==> src/rtl/seq_event_monitor.sv <==
// Monitors the upstream two-flop circuit: detects serial 1101 on z (overlapping),
// keeps saturating match / ones / state-change counts, and offers snapshot-and-clear.
module seq_event_monitor #(
  parameter int CNT_W = 8
) (
  input  logic             clk,
  input  logic             reset,
  input  logic             en,
  input  logic             z,
  input  logic             A,
  input  logic             B,
  input  logic             clear,
  input  logic             snap,
  output logic             match,
  output logic [CNT_W-1:0] match_cnt,
  output logic [CNT_W-1:0] ones_cnt,
  output logic [CNT_W-1:0] trans_cnt,
  output logic [CNT_W-1:0] snap_match,
  output logic [CNT_W-1:0] snap_ones,
  output logic [CNT_W-1:0] snap_trans,
  output logic             snap_valid,
  output logic             sat
);

  typedef enum logic [1:0] {IDLE, G1, G11, G110} state_t;

  localparam logic [CNT_W-1:0] CNT_MAX = '1;

  state_t           state_p1, state_nxt;
  logic [1:0]       prev_ab_p1;
  logic             prev_vld_p1;
  logic             match_nxt;
  logic             trans_ev;
  logic             sat_nxt;
  logic [CNT_W-1:0] match_cnt_nxt, ones_cnt_nxt, trans_cnt_nxt;

  function automatic logic [CNT_W-1:0] sat_inc(input logic [CNT_W-1:0] v, input logic inc);
    if (inc && (v != CNT_MAX)) return v + CNT_W'(1);
    return v;
  endfunction

  function automatic logic hits_max(input logic [CNT_W-1:0] v);
    return v == CNT_MAX;
  endfunction

  // Stage p0 -> p1: detector state register
  always_ff @(posedge clk) begin
    if (reset || clear) state_p1 <= IDLE;
    else if (en)        state_p1 <= state_nxt;
  end

  always_comb begin
    state_nxt = state_p1;
    unique case (state_p1)
      IDLE: state_nxt = z ? G1   : IDLE;
      G1:   state_nxt = z ? G11  : IDLE;
      G11:  state_nxt = z ? G11  : G110;
      G110: state_nxt = z ? G1   : IDLE;
      default: state_nxt = IDLE;
    endcase
  end

  always_comb begin
    match_nxt     = en && (state_p1 == G110) && z;
    trans_ev      = en && prev_vld_p1 && ({A, B} != prev_ab_p1);
    match_cnt_nxt = sat_inc(match_cnt, match_nxt);
    ones_cnt_nxt  = sat_inc(ones_cnt, en && z);
    trans_cnt_nxt = sat_inc(trans_cnt, trans_ev);
    sat_nxt       = sat || hits_max(match_cnt_nxt) || hits_max(ones_cnt_nxt)
                        || hits_max(trans_cnt_nxt);
  end

  // Stage p0 -> p1: counters, snapshots and sample history
  always_ff @(posedge clk) begin
    if (reset) begin
      match       <= 1'b0;
      match_cnt   <= '0;
      ones_cnt    <= '0;
      trans_cnt   <= '0;
      snap_match  <= '0;
      snap_ones   <= '0;
      snap_trans  <= '0;
      snap_valid  <= 1'b0;
      sat         <= 1'b0;
      prev_ab_p1  <= 2'b00;
      prev_vld_p1 <= 1'b0;
    end else if (clear) begin
      match       <= 1'b0;
      match_cnt   <= '0;
      ones_cnt    <= '0;
      trans_cnt   <= '0;
      snap_valid  <= 1'b0;
      sat         <= 1'b0;
      prev_vld_p1 <= 1'b0;
    end else begin
      match <= match_nxt;
      if (snap) begin
        snap_match <= match_cnt_nxt;
        snap_ones  <= ones_cnt_nxt;
        snap_trans <= trans_cnt_nxt;
        match_cnt  <= '0;
        ones_cnt   <= '0;
        trans_cnt  <= '0;
        sat        <= 1'b0;
        snap_valid <= 1'b1;
      end else begin
        match_cnt  <= match_cnt_nxt;
        ones_cnt   <= ones_cnt_nxt;
        trans_cnt  <= trans_cnt_nxt;
        sat        <= sat_nxt;
        snap_valid <= 1'b0;
      end
      // Snapshot leaves the detector history alone so a match can span it
      if (en) begin
        prev_ab_p1  <= {A, B};
        prev_vld_p1 <= 1'b1;
      end
    end
  end

endmodule

==> config.mk <==
export PLATFORM = sky130hd
export DESIGN_NAME = seq_event_monitor
export DESIGN_NICKNAME = d
export VERILOG_FILES = /design/src/rtl/seq_event_monitor.sv
export SDC_FILE = /design/constraint.sdc
export NUM_CORES = 1
export LEC_CHECK = 0
export ABC_AREA = 1
export CAP_MARGIN = 20
export CORE_ASPECT_RATIO = 1.4
export CORE_MARGIN = 3
export CORE_UTILIZATION = 35
export CTS_CLUSTER_SIZE = 16
export DETAILED_ROUTE_END_ITERATION = 7
export SKIP_CTS_REPAIR_TIMING = 1
export SLEW_MARGIN = 25
export SYNTH_ARGS = -nofsm -noshare
export SYNTH_HDL_FRONTEND = slang
export SYNTH_SLANG_ARGS = --single-unit
==> constraint.sdc <==
create_clock -name clk -period 1.43 [get_ports clk]
set_clock_uncertainty 0.05 [all_clocks]
set_input_delay 0.286 -clock clk [delete_from_list [all_inputs] [get_ports clk]]
set_output_delay 0.286 -clock clk [all_outputs]
set_load 0.01 [all_outputs]
==> reports/metrics.cfg <==
[run_status]
status=complete, but fails checks
violations=setup timing

[timing]
finalSetupTns_ps=-825
min_period_ps=1650
final-hold-violation-count=0
max_freq_ghz=0.607
fin_crit_sh_pct=115
slew_violations=0
fin_ws_ps=-216
worst_slew_pin_slew_ps=277
rsz0062_at_grt=true
max-slew-margin-rel_pct=81.4
setup_viol=13

[worst_setup_path]
required_ps=1630
cp.buffers_inverters=1
rrSetupSlack_ps=-220
cpMostUsedCell=nor2_1
crit_arrival_ps=1850
endpoint_kind=flop
startpoint_type=flop
r2r_cells=12
rr_startpoint=ones_cnt[1]
crit_slowest_cell=dfxtp_4
critPathKind=flop to flop
cp_slowest_stage_delay_ps=370
path_max_fanout=5
critPathTopFamily=simple AND/OR/NAND/NOR gates
timing.rr.end=sat
cp_cell_sequence=ha_4 > nand2_4 > nor2_4 > buf_6 > nand2_4 > nand4_1 > nand3_1 > nor2_1 > nand2_1 > nand3_1 > nor2_1 > nor2_1

[place]
io_buffers=58
place_congestion=0.829
hpwl_mm=6.00
placed_area_mm2=0.00408
dpl.cell_count=629

[routing]
drtAntennaViolNets=0
drt_iter0_markers=108
routed_wl_mm=8.31
drc=0
vias=3030
via_per_inst=4.71
wl_per_cell_um=12.9
drtPass1Iterations=5

[floorplanning]
chipWidth_um=81.0
die_h_um=111
ioPinCount=59
core_mm2=0.00750
die-area_mm2=0.00898
rows=37
start_util_pct=36.7

[logic_synthesis]
async_flop_share_pct=0
synth_area_leaders=dfxtp_1, nand2_1, nor2_1
ys_types=27
syn-mean-instance-area_um2=6.77
synth.most_common_cell=nand2_1
ys_seq_area_share_pct=40.7
synthTopCellsByCount=nand2_1, nor2_1, dfxtp_1
yosysWarningCount=0
yosysTopAreaCell=dfxtp_1
synth_area_mm2=0.00275
synth_edf_count=0
syn-num-nets=421
netlist_instances=407
synth_ff_type=dfxtp_1
ys_ff_latch=56
yosysTopAreaCellShare_pct=40.7

[clock_tree]
root_buffer=clkbuf_8
htreeDepth=2
cts_made_buffers=5
cts_tree=yes
cts_buffer_depth=2
clkLatencyLatePin_ps=310
clkTransAtPathRegs_ps=110
cts.sinks=56

[grt]
grtUsageTotal_pct=18.0
grt_max_degree=36
grt-ovfl-total=0
first_global_vias=2841
grt_antenna_before_repair=0
grt_pass1_wl_mm=12.9

[power_and_ir_drop]
clock_power_share_pct=32.5
switchingPower_mw=0.734
ir_worst_vdd_uv=586
internal-power_mw=2.24
leakagePower_nw=2.89
comb_power_share_pct=13.0
powerDensity_mw_per_mm2=628
sw_frac_of_total_pct=24.7
p_seq_share_pct=54.6

[finish]
fin_cells=643
fin_util_pct=63.1
antenna_cells=0
final_area_mm2=0.00473
fin_nets=559
drive_gt1_share_pct=38.3
syn_to_final_growth_pct=71.8

[hold_path]
hold_class=input pin to flop
holdPathEnd=prev_ab_p1[1]
hold_start=A
hold_depth=3

[run]
drv_cap=0

==> layout by cell type, fill, tap and decap left out, types with 9 or more instances in the layout <==
cell,synthesis,final
nand2_1,107,71
buf_4,1,67
dlymetal6s2s_1,0,55
nor2_1,62,49
inv_1,55,48
nand2_2,7,38
dfxtp_1,56,37
nand3_1,25,16
o21ai_0,19,16
nor2_2,3,12
inv_2,3,11
dfxtp_2,0,11
buf_6,1,11
o211ai_1,10,10
a21oi_1,17,9
==> worst max path at each step <==
stage / start / to / slack [ps] / depth (start not counted)
after floorplan: ones_cnt[1] / sat / -70 / 13
after global placement: en / sat / -660 / 11
after detailed placement: en / sat / -700 / 11
after CTS: en / sat / -370 / 11
after global routing: trans_cnt[0] / sat / -310 / 13
final: ones_cnt[1] / sat / -220 / 12
==> power by group through the flow <==
stage	registers [mW]	logic (mW)	clock network, mW
floorplan	1.68	0.130	0
global placement	1.66	0.360	0
detailed placement	1.67	0.365	0
CTS	1.63	0.367	1.00
global route	1.63	0.423	1.06
finish	1.62	0.385	0.964
==> registers in the layout, summed over array words and instances (netlist names) <==
| name | count |
|---|---|
| match_cnt | 8 |
| prev_ab_p1 | 2 |
| snap_match | 8 |
| snap_valid | 1 |
| state_p1 | 2 |
| snap_ones | 8 |
| snap_trans | 8 |
| prev_vld_p1 | 1 |
| ones_cnt | 8 |
| sat | 1 |
| match | 1 |
| trans_cnt | 8 |
==> worst min-delay path, cell delays in order <==
cell	delay (ps)
dlymetal6s2s_1	150
nor3_1	80
nor2_1	80
==> per-layer routing <==
| layer | share of wire, % | global-route usage [%] |
|---|---|---|
| met2 | 56 | 33.8 |
| met4 | 2.2 | 4.28 |
| met5 | 0 | 0 |
| met1 | 38 | 20.2 |
| met3 | 3.2 | 3.09 |
==> through the flow <==
step / power (mW) / worst slack (ps) / hold slack [ps]
4_1_cts: 3.00 / -366 / 452
3_3_place_gp: 2.02 / -659 / 417
5_1_grt: 3.11 / -306 / 292
2_1_floorplan: 1.81 / -72.8 / 320
6_report: 2.97 / -216 / 280
3_5_place_dp: 2.03 / -697 / 431
==> cell type report <==
cell class	instances	area [µm²]
well taps	97	121
flip-flops and latches	56	1160
multi-input cells	284	1720
clock buffers	7	97.6
clock inverters	1	5.00
fillers	674	2770
repair buffers	139	1410
inverters	59	221
==> kinds of logic after synthesis <==
kind of cell	after synthesis	share of synthesized area, %
simple gates	224	35.6
flops	56	40.7
compound gates	47	9.59
buf+inv	69	9.81
xor+xnor	5	1.59
fa+ha+maj	6	2.73
(Power assumes the default switching activity.)
